`src/rtl/pacman_motion_pkg.sv`:
```
// Shared definitions for the Pacman movement block, the graphic renderer
// and the wall-probe logic.
//   - Direction encoding used on dir / pending requests (0=up .. 3=right).
//   - Map geometry (width, height, sprite half-width).
//   - Wall pixel code as stored in the map ROM.
//   - Motion FSM state type and button priority helper.
package pacman_motion_pkg;

  localparam int unsigned MAP_W = 347;
  localparam int unsigned MAP_H = 405;
  localparam int unsigned HALF  = 12;

  localparam logic [1:0] DIR_UP    = 2'd0;
  localparam logic [1:0] DIR_DOWN  = 2'd1;
  localparam logic [1:0] DIR_LEFT  = 2'd2;
  localparam logic [1:0] DIR_RIGHT = 2'd3;

  localparam logic [1:0] WALL_PIXEL = 2'b00;

  typedef enum logic [1:0] {
    ST_IDLE,
    ST_MOVING,
    ST_BLOCKED
  } motion_state_e;

  // Highest-priority pressed button: up > down > left > right.
  // Caller guarantees at least one bit is set.
  function automatic logic [1:0] btn_priority(input logic [3:0] b);
    if (b[0])      return DIR_UP;
    else if (b[1]) return DIR_DOWN;
    else if (b[2]) return DIR_LEFT;
    else           return DIR_RIGHT;
  endfunction

endpackage

```
`src/rtl/pacman_motion_step_pacer.sv`:
```
// Step pacer: counts 1 ms ticks and flags a step slot on every
// STEP_TICKS-th tick. Counting never stalls, regardless of motion state.
// Ports:
//   clk     - system clock
//   rst     - asynchronous active-high reset (counter cleared)
//   i_tick  - one-clock pulse every 1 ms
//   o_slot  - combinational: high in the cycle the STEP_TICKS-th tick arrives
module pacman_motion_step_pacer #(
  parameter int unsigned STEP_TICKS = 8
) (
  input  logic clk,
  input  logic rst,
  input  logic i_tick,
  output logic o_slot
);

  localparam int unsigned CW = (STEP_TICKS > 1) ? $clog2(STEP_TICKS) : 1;
  localparam logic [CW-1:0] LAST = CW'(STEP_TICKS - 1);
  localparam logic [CW-1:0] ONE  = CW'(1);

  logic [CW-1:0] r_cnt;
  logic          w_last;

  assign w_last = (r_cnt == LAST);
  assign o_slot = i_tick && w_last;

  always_ff @(posedge clk or posedge rst) begin
    if (rst) begin
      r_cnt <= '0;
    end else if (i_tick) begin
      r_cnt <= w_last ? '0 : r_cnt + ONE;
    end
  end

endmodule

```
`src/rtl/pacman_motion.sv`:
```
// Pacman sprite movement controller. Buffers button requests, paces motion
// from the 1 ms tick and checks the wall-probe flags before every one-pixel
// step. Horizontal edges wrap (tunnel); vertical edges block.
// Ports:
//   clk, reset           - clock, asynchronous active-high reset
//   tick                 - 1 ms pulse
//   btn[3:0]             - level buttons: [0]=up [1]=down [2]=left [3]=right
//   wall_u/d/l/r         - wall flags probed at HALF px from the current centre
//   p_x, p_y             - sprite centre in map pixels
//   dir                  - current heading (0=up 1=down 2=left 3=right)
//   moving               - high while in the MOVING state
//   step                 - one-clock pulse in every cycle p_x/p_y changed
module pacman_motion #(
  parameter int unsigned START_X    = 174,
  parameter int unsigned START_Y    = 300,
  parameter int unsigned MAP_W      = pacman_motion_pkg::MAP_W,
  parameter int unsigned MAP_H      = pacman_motion_pkg::MAP_H,
  parameter int unsigned HALF       = pacman_motion_pkg::HALF,
  parameter int unsigned STEP_TICKS = 8
) (
  input  logic       clk,
  input  logic       reset,
  input  logic       tick,
  input  logic [3:0] btn,
  input  logic       wall_u,
  input  logic       wall_d,
  input  logic       wall_l,
  input  logic       wall_r,
  output logic [8:0] p_x,
  output logic [8:0] p_y,
  output logic [1:0] dir,
  output logic       moving,
  output logic       step
);

  import pacman_motion_pkg::*;

  localparam logic [8:0] X_MIN = 9'(HALF);
  localparam logic [8:0] X_MAX = 9'(MAP_W - 1 - HALF);
  localparam logic [8:0] Y_MIN = 9'(HALF);
  localparam logic [8:0] Y_MAX = 9'(MAP_H - 1 - HALF);

  motion_state_e r_state, w_state;
  logic [8:0]    r_px, r_py, w_px, w_py;
  logic [1:0]    r_dir, w_dir;
  logic          r_pv, w_pv;
  logic [1:0]    r_pd, w_pd;
  logic          r_step, w_step;

  logic          w_slot;
  logic [3:0]    w_open;
  logic          w_move;
  logic [1:0]    w_mdir;

  pacman_motion_step_pacer #(
    .STEP_TICKS(STEP_TICKS)
  ) u_pacer (
    .clk    (clk),
    .rst    (reset),
    .i_tick (tick),
    .o_slot (w_slot)
  );

  // Passability per direction, indexed by the direction code.
  // Vertical limits act like walls; horizontal limits wrap instead.
  assign w_open = {!wall_r,
                   !wall_l,
                   !wall_d && (r_py != Y_MAX),
                   !wall_u && (r_py != Y_MIN)};

  always_comb begin
    w_state = r_state;
    w_px    = r_px;
    w_py    = r_py;
    w_dir   = r_dir;
    w_pv    = r_pv;
    w_pd    = r_pd;
    w_step  = 1'b0;
    w_move  = 1'b0;
    w_mdir  = r_dir;

    if (w_slot && ((r_state != ST_IDLE) || r_pv)) begin
      if (r_pv && w_open[r_pd]) begin
        w_dir   = r_pd;
        w_pv    = 1'b0;
        w_state = ST_MOVING;
        w_move  = 1'b1;
        w_mdir  = r_pd;
      end else if ((r_state == ST_MOVING) && w_open[r_dir]) begin
        w_move  = 1'b1;
      end else begin
        w_state = ST_BLOCKED;
      end
    end

    if (w_move) begin
      w_step = 1'b1;
      case (w_mdir)
        DIR_UP:   w_py = r_py - 9'd1;
        DIR_DOWN: w_py = r_py + 9'd1;
        DIR_LEFT: w_px = (r_px == X_MIN) ? X_MAX : r_px - 9'd1;
        default:  w_px = (r_px == X_MAX) ? X_MIN : r_px + 9'd1;
      endcase
    end

    // A press in the same cycle as consumption re-arms the request,
    // so a held button is never lost.
    if (|btn) begin
      w_pv = 1'b1;
      w_pd = btn_priority(btn);
    end
  end

  always_ff @(posedge clk or posedge reset) begin
    if (reset) begin
      r_state <= ST_IDLE;
      r_px    <= 9'(START_X);
      r_py    <= 9'(START_Y);
      r_dir   <= DIR_LEFT;
      r_pv    <= 1'b0;
      r_pd    <= DIR_UP;
      r_step  <= 1'b0;
    end else begin
      r_state <= w_state;
      r_px    <= w_px;
      r_py    <= w_py;
      r_dir   <= w_dir;
      r_pv    <= w_pv;
      r_pd    <= w_pd;
      r_step  <= w_step;
    end
  end

  assign p_x    = r_px;
  assign p_y    = r_py;
  assign dir    = r_dir;
  assign moving = (r_state == ST_MOVING);
  assign step   = r_step;

endmodule

```
`config.mk`:
```
export PLATFORM = sky130hd
export DESIGN_NAME = pacman_motion
export DESIGN_NICKNAME = d
export VERILOG_FILES = /design/src/rtl/pacman_motion_pkg.sv /design/src/rtl/pacman_motion_step_pacer.sv /design/src/rtl/pacman_motion.sv
export SDC_FILE = /design/constraint.sdc
export NUM_CORES = 1
export LEC_CHECK = 0
export ABC_AREA = 1
export BUFFER_PORTS_ARGS = -buffer_cell sky130_fd_sc_hd__buf_2
export CELL_PAD_IN_SITES_DETAIL_PLACEMENT = 1
export CELL_PAD_IN_SITES_GLOBAL_PLACEMENT = 1
export CORE_AREA = 4 4 79 81
export DETAILED_ROUTE_END_ITERATION = 8
export DIE_AREA = 0 0 83 85
export PLACE_DENSITY = 0.8
export RECOVER_POWER = 25
export SETUP_SLACK_MARGIN = 0.3
export SLEW_MARGIN = 40
export SYNTH_ARGS = -nofsm -noshare
export SYNTH_HDL_FRONTEND = slang
export SYNTH_SLANG_ARGS = --single-unit
export TNS_END_PERCENT = 5
```
`constraint.sdc`:
```
create_clock -name clk -period 3.9 [get_ports clk]
set_input_delay 0.585 -clock clk [delete_from_list [all_inputs] [get_ports clk]]
set_output_delay 0.585 -clock clk [all_outputs]
set_load 0.1 [all_outputs]
```
# After elaboration in Yosys (flattened, before gate mapping)
# Index checks and enable logic that the tools add are counted.
# totals
wordCells	70
output_inout_bits	22
input_bits	11
register_bits	29
# classes
reduce_logical	22
n_mux	23
addsub	5
bitwise	1
eq_ne	9
n_lt_le_gt_ge	2
# ops
cell	n
9-bit case mux with 2 select lines	2
9-bit by 1-bit adder with 9-bit output (second input constant)	2
9-bit two-way mux	2
9-bit by 1-bit subtractor with 9-bit output (second input constant)	2
2-bit two-way mux	6
1-bit two-way mux	10
9-bit by 4-bit == test with 1-bit output (second input constant)	1
9-bit == test (second input constant)	1
9-bit by 4-bit inequality test with 1-bit output (second input constant)	1
9-bit inequality test (second input constant)	1
2-bit AND reduction	4
2-bit nonzero test	4
1-bit logical AND	6
2-bit by 3-bit < comparator with 1-bit output (second input constant)	2
1-bit binary-select mux with 2-bit select	2
2-bit by 1-bit == test with 1-bit output (second input constant)	2
1-bit zero test	4
4-bit OR reduction	1
3-bit by 1-bit adder with 3-bit output (second input constant)	1
3-bit == test (second input constant)	1
3-bit two-way mux	1
2-bit == test (second input constant)	1
2-bit zero test	1
2-bit inequality test (second input constant)	1
3 further kinds	3

# Depth between registers and ports, before layout
# Gate-level depths: netlist of the first run.
# logic_depth
depth_word	11
ltp_mapped	21
depth_no_buf	20

# Hierarchy
# Synthesis of the first run repeated with hierarchy kept, for this count alone.
# hier_totals
hier_cells	318
area_unflattened_um2	2265.9
# modules_own_cells
module	cells_each	seq_area_each_um2	instances	area_each_um2
pacman_motion	299	663.1	1	2113.3
pacman_motion_step_pacer	19	75.1	1	152.6

# Least setup slack after synthesis of the first run
# OpenSTA, ideal clock, no wires.
# synth_timing
path_type	reg-to-reg
startpoint	register r_py[0] (netlist: p_y[0])
endpoint	register r_py[8] (netlist: p_y[8])
setup_slack_ns	0.537
path_buffers	1
period_less_slack_ns	3.363
setup_ns	0.078
stages_incl_launch_ff	22
arrival_ns	3.286
required_ns	3.822
cell_sequence	dfrtp_1 inv_2 nand2_2 nor2_2 nand3_1 nand3_1 nand3_2 nand2_4 nand2_2 nand2_4 buf_12 nor2_1 inv_1 ha_1 nand2_1 o21ai_0 a21oi_1 nand3b_1 nand2_1 nand2_1 nand2_1 nand2_1
# synth_between
elab_chain_len	10
word_cells_on_any_way	22
classes_between	add/sub (2); eq/ne (3); mux (10); reduce/logical (7)
# synth_rtl
element	line	source
start, declared	pacman_motion.sv:44	logic [8:0] r_px, r_py, w_px, w_py;
start signal, assigned	pacman_motion.sv:118	r_py <= 9'(START_Y);
start signal, assigned	pacman_motion.sv:126	r_py <= w_py;
9-bit by 4-bit inequality test with 1-bit output or 9-bit inequality test (tied branches)	pacman_motion.sv:69, pacman_motion.sv:68	
1-bit logical AND, on equally long branches	pacman_motion.sv:69, pacman_motion.sv:68	
1-bit binary-select mux with 2-bit select	pacman_motion.sv:83	if (r_pv && w_open[r_pd]) begin
1-bit two-way mux (implied by the code)	pacman_motion.sv:83	
1-bit logical AND	pacman_motion.sv:83	
2-bit two-way mux (2 in a row)	-	
2-bit by 1-bit == test with 1-bit output or 2-bit zero test (tied branches)	pacman_motion.sv:98	case (w_mdir)
2-bit nonzero test (no source line)	-	
2-bit AND reduction (no source line)	-	
# Several ways; a longest one is shown, not always the timed one. The select of a mux whose other input is x is not followed.
# A chain may end at the register's enable or synchronous reset.

# Worst setup path in the final report of the first run
# layout_timing
startpoint	register r_py[3] (netlist: p_y[3])
endpoint	register r_py[8] (netlist: p_y[8])
# Same word-level chain as after synthesis.

==> out/results.tsv, run 1 <==
stage	metric	value	unit
run_status	outcome	finished clean	
die	num ports	33	
die	die area	7060	sq um
routing	vias post-DR	2046	
job	max-cap viol count	0	
worst_setup_path	CP dominant cell by count	nand2_1	
synthesis	EDFF count, synth	0	
sta	worst clock skew	0.00747	ns
worst_setup_path	Startpoint Class	flop	
sta	Fmax	306	MHz
cts	CTS Hold Bufs	0	
worst_setup_path	crit-path cells	nand2_1, nor2_2, nand3_1, nand3_1, nand3_2, nand3_1, nand2_2, nor2_1, inv_1, ha_1, nand2_1, o21ai_0, a21oi_1, nand3b_1, nand2_1, nand2_1, nand2_1, nand2_1	
cts	H-tree depth	2	
synthesis	synth warn	0	
synthesis	Syn Nets	329	
synthesis	Async SR Flop Fraction	100	%
sta	Hold Slack	0.477	ns
sta	setup TNS	0	ns
sta	Final period util	83.9	%
worst_setup_path	WS Path Type	reg -> reg	
routing	final WL	5720	um
sta	RSZ-0062 raised after global routing	no	
sta	fin. max-slew vios	0	
finish	antenna diode instance count	0	
worst_setup_path	CP peak stage delay	0.57	ns
die	die width	83	um
sta	final hold violation count	0	
routing	antenna-violating nets left	0	
sta	Worst slew margin	41.0	%
global_routing	largest net degree at the start of global routing	23	
die	row cnt	27	
place	Post-DP HPWL	4550	um
cts	setup repair bufs after CTS	0	
global_routing	grt total ovfl	0	
synthesis	synthesized area	2240	sq um
finish	fillers	729	
worst_setup_path	Critical Path Fanout Max	9	
cts	CTS tree	done	
global_routing	first-pass GRT wire length	10200	um
cts	post-cts sizing count	0	
synthesis	Syn Area/Cell	7.35	sq um
synthesis	ys flop type	dfrtp_1	
routing	DR iter-0 viols	69	
cts	Inserted Clock Buffers	5	
synthesis	Gate Count Post-Synth	305	
routing	Residual DRC	0	
sta	# setup viols final	0	
finish	area occupied by multi-input gates	1300	sq um
cts	clk buf depth	2	
finish	commonest non-fill, non-tap cells in the layout	nand2_1 (72), inv_1 (35), nor2_1 (34)	
die	Initial Util	41.0	%
hold_path	worst hold path class	reg -> reg	
synthesis	Synth cell types	34	
global_routing	Total Routing Usage GR	17.0	%
sta	Worst-Margin Slew	0.885	ns
cts	Root Driver	clkbuf_8	
place	port buffer count	32	
routing	DR vias/cell	4.95	
routing	wire per inst	13.8	um
routing	DR pass1 iterations	4	
cts	Clock Latency Late Sink	0.27	ns
synthesis	Yosys reg bits	29	
worst_setup_path	slowest CP cell	dfstp_2	
global_routing	initial antenna violation count	0	
place	GPL Wtd Cong	0.870	
worst_setup_path	CP Capture Type	flop	
finish	synth-to-layout area growth	14.0	%
finish	nets	364	
cts	Reg clk slew, reported paths	0.07	ns
worst_setup_path	critical path required time	4.11	ns
finish	proportion of layout cells with a drive suffix above 1	23.5	%
finish	commonest non-fill, non-tap cell in the layout	nand2_1	
synthesis	post-synthesis sequential area ratio	32.9	%
finish	FF/Latch Area	738	sq um
die	Die Y	85	um
global_routing	number of global-route vias before repair	2207	
sta	Final min period	3.27	ns
worst_setup_path	critical path arrival	3.48	ns
cts	Sink Count	29	
die	core area	5470	sq um
[cell usage after synthesis (6+ instances only)]
cell type / instances / area [sq um]
nor2_1: 34 / 128
inv_1: 35 / 131
nand3_1: 22 / 110
nor2_2: 7 / 43.8
xnor2_1: 7 / 61.3
dfrtp_1: 19 / 475
xor2_1: 10 / 87.6
a21oi_1: 20 / 100
o21ai_0: 8 / 40.0
dfstp_2: 10 / 263
ha_1: 12 / 150
nand2_1: 72 / 270
nor3_1: 6 / 30.0
nand4_1: 6 / 37.5
[sequential cells by signal, indices dropped and copies added, names as in the netlist]
register / flops
u_pacer.r_cnt: 3
r_pd: 2
p_y: 9
step: 1
r_state: 2
r_pv: 1
p_x: 9
dir: 2
[per-layer routing]
layer  track usage [%]  part of all wire [%]
met1              20.8                    46
met2              31.3                    50
met3              3.30                   3.8
met4              2.67                  0.54
met5                 0                     0
[path summary, 6_finish.rpt]
kind / startpoint / to / slack [ns] / cells after the start
min in group asynchronous: reset / p_y[0] / 0.49 / 2
min: r_state[0] / r_state[0] / 0.48 / 2
max reg2reg: p_y[3] / p_y[8] / 0.63 / 18
max: p_y[3] / p_y[8] / 0.63 / 18
min reg2reg: r_state[0] / r_state[0] / 0.48 / 2
max in group asynchronous: reset / p_x[1] / 2.71 / 3
[worst max-delay path, delay by kind of cell (launching register included)]
family	cells	cell delay (ns)
buffers and inverters	1	0.17
AOI/OAI and AO/OA	2	0.40
and+or+nand+nor	14	1.65
adders and majority gates	1	0.41
DFF	1	0.57
[layout make-up]
| type | instances | share of cell area [%] |
|---|---|---|
| multi-input combinational | 231 | 51.0 |
| timing repair buffer | 34 | 6.86 |
| sequential | 29 | 28.9 |
| clock buffer | 7 | 3.77 |
| inverter | 39 | 5.73 |
| clock inverter | 1 | 0.196 |
| tap | 72 | 3.53 |
[cell families after synthesis]
| logic type | after synthesis | synth area share (%) |
|---|---|---|
| AND/OR/NAND/NOR | 161 | 33.1 |
| buffers and inverters | 45 | 8.93 |
| AO/OA/AOI/OAI | 38 | 9.82 |
| flip-flops | 29 | 32.9 |
| XOR/XNOR | 17 | 6.64 |
| adder cells (fa/ha/maj) | 13 | 7.59 |
| multiplexers | 2 | 1.00 |
[per-stage QoR]
step / area (sq um) / util, % / setup WS (ns) / instances
2_1_floorplan: 2240 / - / 0.537 / 305
3_3_place_gp: 2450 / 44.8 / 0.807 / 405
3_5_place_dp: 2450 / 44.8 / 0.597 / 405
4_1_cts: 2550 / 46.7 / 0.602 / 413
5_1_grt: 2550 / 46.7 / 0.356 / 413
6_report: 2550 / 46.7 / 0.630 / 413
Power of run 1 is left out: the tool's default activity adds up to more than one toggle a clock period on the data nets, which glitch-free logic cannot reach.
==> run 2, diff against run 1 <==
Settings changed: CORE_AREA 4 4 79 81 to 4 4 83 85, DIE_AREA 0 0 83 85 to 0 0 87 89, PLACE_DENSITY 0.8 to 0.76.
Clock period 3.9 ns to 2.63 ns, I/O delays scaled along.
==> run 2 against run 1 <==
Compared with the run above:
- the run now ends with capacitance limit, slew limit, setup timing left
- final area up 24%
- worst setup slack worse by 0.90 ns
- count of clock-buffer cells in the layout unchanged
- cell count up 9.4%
==> out/results.tsv, run 2 (synthesized netlist as in run 1, its figures left out) <==
stage	metric	value	unit	change
worst_setup_path	crit-path cells	inv_4, nand2_4, nor2_4, nand3_2, nand3_2, nand3_4, nand2_4, nand2_4, nand2_4, nor2_4, clkinv_4, ha_4, inv_6, o31ai_4, a21oi_2, nand3b_1, nand2_1, nand2_1, nand2_1, nand2_1		
finish	commonest non-fill, non-tap cells in the layout	nand2_1 (64), buf_4 (34), buf_2 (32)		
die	Initial Util	36.1	%	-4.8 points
die	die width	87	um	+4.8%
place	port buffer count	32		unchanged
worst_setup_path	Buf/Inv on CP	3		+2
sta	Worst slew margin	-14.1	%	-55 points
cts	Sink Count	29		unchanged
sta	RSZ-0062 raised after global routing	yes		
cts	CTS Hold Bufs	0		unchanged
place	Placed Cells	434		+7.2%
sta	Final min period	2.90	ns	-0.368 ns
routing	vias post-DR	2358		+15%
die	num ports	33		unchanged
run_status	outcome	finished, violations left		
cts	Inserted Clock Buffers	5		unchanged
cts	H-tree depth	2		unchanged
routing	final WL	7730	um	+35%
die	row cnt	29		+7.4%
sta	Worst-Margin Slew	1.71	ns	+0.827 ns
cts	CTS tree	done		
routing	DR iter-0 viols	179		+160%
routing	wire per inst	17.1	um	+23%
worst_setup_path	RR Startpoint	p_y[2]		
cts	Reg clk slew, reported paths	0.07	ns	about the same
finish	commonest non-fill, non-tap cell in the layout	nand2_1		
routing	Residual DRC	0		unchanged
worst_setup_path	Critical Path Fanout Max	7		-2
global_routing	largest net degree at the start of global routing	30		+30%
die	core area	6200	sq um	+13%
global_routing	grt total ovfl	0		unchanged
worst_setup_path	critical path arrival	3.13	ns	-0.35 ns
sta	final worst-path setup slack	-0.273	ns	-0.902 ns
worst_setup_path	slowest CP cell	dfstp_4		
hold_path	Worst Hold Path EP	r_pd[0]		
worst_setup_path	Reg2Reg Capture Point	p_y[8]		
worst_setup_path	FF-to-FF path depth	20		+2
sta	Final period util	110	%	+27 points
routing	DR pass1 iterations	4		unchanged
worst_setup_path	CP Capture Type	flop		
place	GPL Wtd Cong	0.900		+3.4%
sta	Hold Slack	0.297	ns	-0.179 ns
worst_setup_path	CP peak stage delay	0.65	ns	+0.08 ns
finish	nets	398		+9.3%
die	die area	7740	sq um	+9.8%
hold_path	hold_sp	btn[0]		
sta	# setup viols final	7		+7
global_routing	initial antenna violation count	0		unchanged
sta	final hold violation count	0		unchanged
sta	Fmax	345	MHz	+13%
global_routing	first-pass GRT wire length	11900	um	+17%
worst_setup_path	WS Path Type	reg -> reg		
job	max-cap viol count	1		+1
routing	DR vias/cell	5.22		+5.3%
finish	antenna diode instance count	0		unchanged
finish	Final Instance Count excl. Fillers	452		+9.4%
worst_setup_path	FF-to-FF setup slack	-0.27	ns	-0.90 ns
die	Die Y	89	um	+4.7%
sta	fin. max-slew vios	30		+30
run_status	failing checks	capacitance limit, slew limit, setup timing		
worst_setup_path	Startpoint Class	flop		
cts	Root Driver	clkbuf_8		
hold_path	worst hold path class	in -> reg		
routing	antenna-violating nets left	0		unchanged
global_routing	number of global-route vias before repair	2600		+18%
global_routing	Total Routing Usage GR	19.8	%	+2.8 points
finish	proportion of layout cells with a drive suffix above 1	42.7	%	+19 points
sta	worst clock skew	0.00462	ns	-0.00285 ns
worst_setup_path	critical path required time	2.86	ns	-1.25 ns
worst_setup_path	CP delay by family, top	simple AND/OR/NAND/NOR gates		
hold_path	Hold Crit Depth	2		unchanged
cts	clk buf depth	2		unchanged
cts	Clock Latency Late Sink	0.29	ns	+0.02 ns
place	Post-DP HPWL	5030	um	+10%
finish	synth-to-layout area growth	41.5	%	
[run 2: worst register-to-register path: stages (launching register included)]
cell      delay, ns
dfstp_4        0.65
inv_4          0.05
nand2_4        0.06
nor2_4         0.04
nand3_2        0.07
nand3_2        0.09
nand3_4        0.13
nand2_4        0.09
nand2_4        0.10
nand2_4        0.06
nor2_4         0.15
clkinv_4       0.15
ha_4           0.34
inv_6          0.04
o31ai_4        0.24
a21oi_2        0.07
nand3b_1       0.20
nand2_1        0.12
nand2_1        0.06
nand2_1        0.07
nand2_1        0.05
[run 2: timing repair]
action,4_1_cts,5_1_grt
gates resized for setup,24,31
endpoints found under the setup margin,7,18
pin swaps,16,21
buffers inserted,4,6
[run 2: layout make-up]
type	instances	area, sq um
sequential	29	759
clock inverter	1	5.00
fill	769	3030
timing repair buffer	68	430
multi-input combinational	231	1620
tap	77	96.3
clock buffer	7	96.3
inverter	39	161
[run 2: how the worst max path moves through the flow]
stage                      start      to  slack (ns)  cells past startpoint
after floorplan           p_y[2]  p_y[8]       -0.24                     19
after global placement    p_y[8]  p_y[8]       -0.07                     18
after detailed placement  p_y[8]  p_y[8]       -0.21                     18
after CTS                 p_y[2]  p_y[8]       -0.07                     20
after global routing      p_y[2]  p_y[8]       -0.39                     20
final                     p_y[2]  p_y[8]       -0.27                     20
[run 2: routing by layer]
metal / vias up / GRT usage (%) / wire length (um)
met4: 0 / 9.63 / 297
met1: 1168 / 22.1 / 3150
li1: 1121 / - / -
met5: - / 0 / 0
met2: 43 / 35.5 / 4070
met3: 26 / 4.42 / 207
[run 2: stage by stage]
step,setup WS (ns),TNS (ns),util (%),instance area (sq um)
detailed placement,-0.208,-0.855,44.5,2760
global route,-0.391,-1.84,51.1,3170
global placement,-0.0664,-0.248,44.5,2760
finish,-0.273,-0.849,51.1,3170
floorplan,-0.238,-0.932,-,2370
CTS,-0.0716,-0.181,48.5,3010
Power of run 2 is left out for the same reason.
==> run 3, diff against run 2 <==
Settings changed: CELL_PAD_IN_SITES_DETAIL_PLACEMENT 1 to not set, CELL_PAD_IN_SITES_GLOBAL_PLACEMENT 1 to not set, CORE_AREA 4 4 83 85 to 4 4 71 73, DIE_AREA 0 0 87 89 to 0 0 75 77, PLACE_DENSITY 0.76 to 0.77.
Clock period 2.63 ns to 2.47 ns, I/O delays scaled along.
==> run 3 against run 2 <==
Compared with the run above:
- the run ends with setup timing left
- fmax increased by 8.0%
- wire length decreased by 29%
- hold slack got worse by 0.053 ns
- largest cell class unchanged
- register-to-register slack improved by 0.06 ns
- die area decreased by 25%
- clock skew increased by 0.0024 ns
- first-iteration DRC count decreased by 30%
==> out/results.tsv, run 3 (synthesized netlist as in run 1, its figures left out) <==
stage	metric	value	unit	change
finish	commonest non-fill, non-tap cells in the layout	nand2_1 (66), buf_4 (37), inv_1 (33), nor2_1 (33), buf_2 (32)		
routing	DR iter-0 viols	125		-30%
sta	# setup viols final	6		-1
routing	Residual DRC	0		unchanged
worst_setup_path	RR Startpoint	p_y[8]		
cts	CTS tree	done		
routing	vias post-DR	2208		-6.4%
cts	Clock Latency Late Sink	0.29	ns	about the same
sta	worst clock skew	0.00700	ns	+0.00238 ns
sta	Worst slew margin	42.8	%	+57 points
die	num ports	33		unchanged
cts	clk buf depth	2		unchanged
cts	Root Driver	clkbuf_8		
worst_setup_path	FF-to-FF setup slack	-0.22	ns	+0.06 ns
sta	final hold violation count	0		unchanged
global_routing	largest net degree at the start of global routing	24		-20%
job	max-cap viol count	0		-1
die	core area	4350	sq um	-30%
global_routing	initial antenna violation count	0		unchanged
routing	DR vias/cell	5.16		-1.1%
cts	Sink Count	29		unchanged
place	Post-DP HPWL	4080	um	-19%
routing	DR pass1 iterations	4		unchanged
finish	proportion of layout cells with a drive suffix above 1	39.4	%	-3.3 points
worst_setup_path	Reg2Reg Capture Point	p_y[8]		
place	pre-CTS WS	-0.269	ns	-0.0612 ns
routing	wire per inst	12.8	um	-25%
worst_setup_path	Critical Path Fanout Max	7		unchanged
cts	H-tree depth	2		unchanged
sta	Fmax	372	MHz	+8.0%
finish	antenna diode instance count	0		unchanged
run_status	failing checks	setup timing		
sta	Final min period	2.69	ns	-0.215 ns
place	GPL Wtd Cong	0.941		+4.6%
worst_setup_path	WS Path Type	reg -> reg		
routing	antenna-violating nets left	0		unchanged
cts	Reg clk slew, reported paths	0.07	ns	about the same
sta	RSZ-0062 raised after global routing	yes		
global_routing	grt total ovfl	0		unchanged
worst_setup_path	Startpoint Class	flop		
worst_setup_path	CP Launch Point	p_y[8]		
routing	final WL	5490	um	-29%
sta	Worst-Margin Slew	0.857	ns	-0.855 ns
finish	fillers	360		-53%
place	port buffer count	32		unchanged
sta	final worst-path setup slack	-0.217	ns	+0.0553 ns
global_routing	first-pass GRT wire length	9590	um	-19%
finish	nets	399		+0.25%
cts	Inserted Clock Buffers	5		unchanged
worst_setup_path	CP Capture Type	flop		
sta	fin. max-slew vios	0		-100%
finish	commonest non-fill, non-tap cell in the layout	nand2_1		
die	row cnt	24		-17%
cts	CTS Hold Bufs	0		unchanged
finish	synth-to-layout area growth	33.3	%	
worst_setup_path	FF-to-FF path depth	18		-10%
run_status	outcome	finished, violations left		
sta	Final period util	109	%	-1.6 points
worst_setup_path	critical path arrival	2.92	ns	-0.21 ns
global_routing	Total Routing Usage GR	20.9	%	+1.1 points
hold_path	worst hold path class	in -> async		
die	die width	75	um	-14%
die	Initial Util	51.5	%	+15 points
worst_setup_path	critical path endpoint	p_y[8]		
global_routing	number of global-route vias before repair	2211		-15%
die	die area	5780	sq um	-25%
worst_setup_path	critical path required time	2.70	ns	-0.16 ns
die	Die Y	77	um	-13%
run 3: critical path, stage by stage, from the launching register on:
cell      delay [ns]
dfstp_4         0.62
nand2_1         0.05
nor2_1          0.09
nand3_1         0.12
nand3_2         0.11
nand3_4         0.10
nand3_2         0.11
nand2_4         0.06
nor2_4          0.17
inv_6           0.09
ha_4            0.28
inv_1           0.07
o31ai_2         0.27
a21oi_2         0.07
nand3b_1        0.17
nand2_1         0.08
nand2_1         0.05
nand2_1         0.06
nand2_1         0.04
run 3: per-layer routing:
layer	vias to the layer above	track usage [%]	share of wire, %
met3	18	5.36	6.1
met2	66	32.2	48
met1	1001	27.1	44
li1	1123	-	-
met5	-	0	0
met4	0	9.07	2.3
run 3: cell type report:
type | count | area, sq um | area share [%]
sequential | 29 | 759 | 25.4
timing repair buffer | 69 | 438 | 14.7
clock inverter | 3 | 17.5 | 0.586
multi-input combinational | 231 | 1490 | 49.7
inverter | 39 | 154 | 5.15
tap | 52 | 65.1 | 2.18
clock buffer | 5 | 68.8 | 2.30
run 3: repair_timing:
action	CTS	global route
setup buffers	4	0
resized for setup	13	8
pin swaps	6	2
endpoints found under the setup margin	8	18
hold endpoints to repair	0	0
run 3: per-stage QoR:
step	cells	utilization, %	instance area [sq um]	hold slack [ns]	TNS [ns]
after global routing	428	68.6	2990	0.295	-1.97
final	428	68.6	2990	0.245	-0.783
after CTS	428	67.7	2950	0.112	-0.588
after global placement	416	64.0	2790	0.458	-0.784
after floorplan	305	-	2370	0.441	-2.33
after detailed placement	416	64.0	2790	0.423	-1.30
run 3: worst min-delay path by stage:
stage / slack [ns] / to / startpoint / cells past startpoint
finish: 0.24 / p_y[4] / reset / 2
global route: 0.29 / r_pd[0] / btn[0] / 2
CTS: 0.11 / p_y[4] / reset / 2
detailed placement: 0.42 / p_y[0] / reset / 2
global placement: 0.46 / u_pacer.r_cnt[0] / u_pacer.r_cnt[0] / 1
floorplan: 0.44 / dir[0] / reset / 1
Power of run 3 is left out for the same reason.
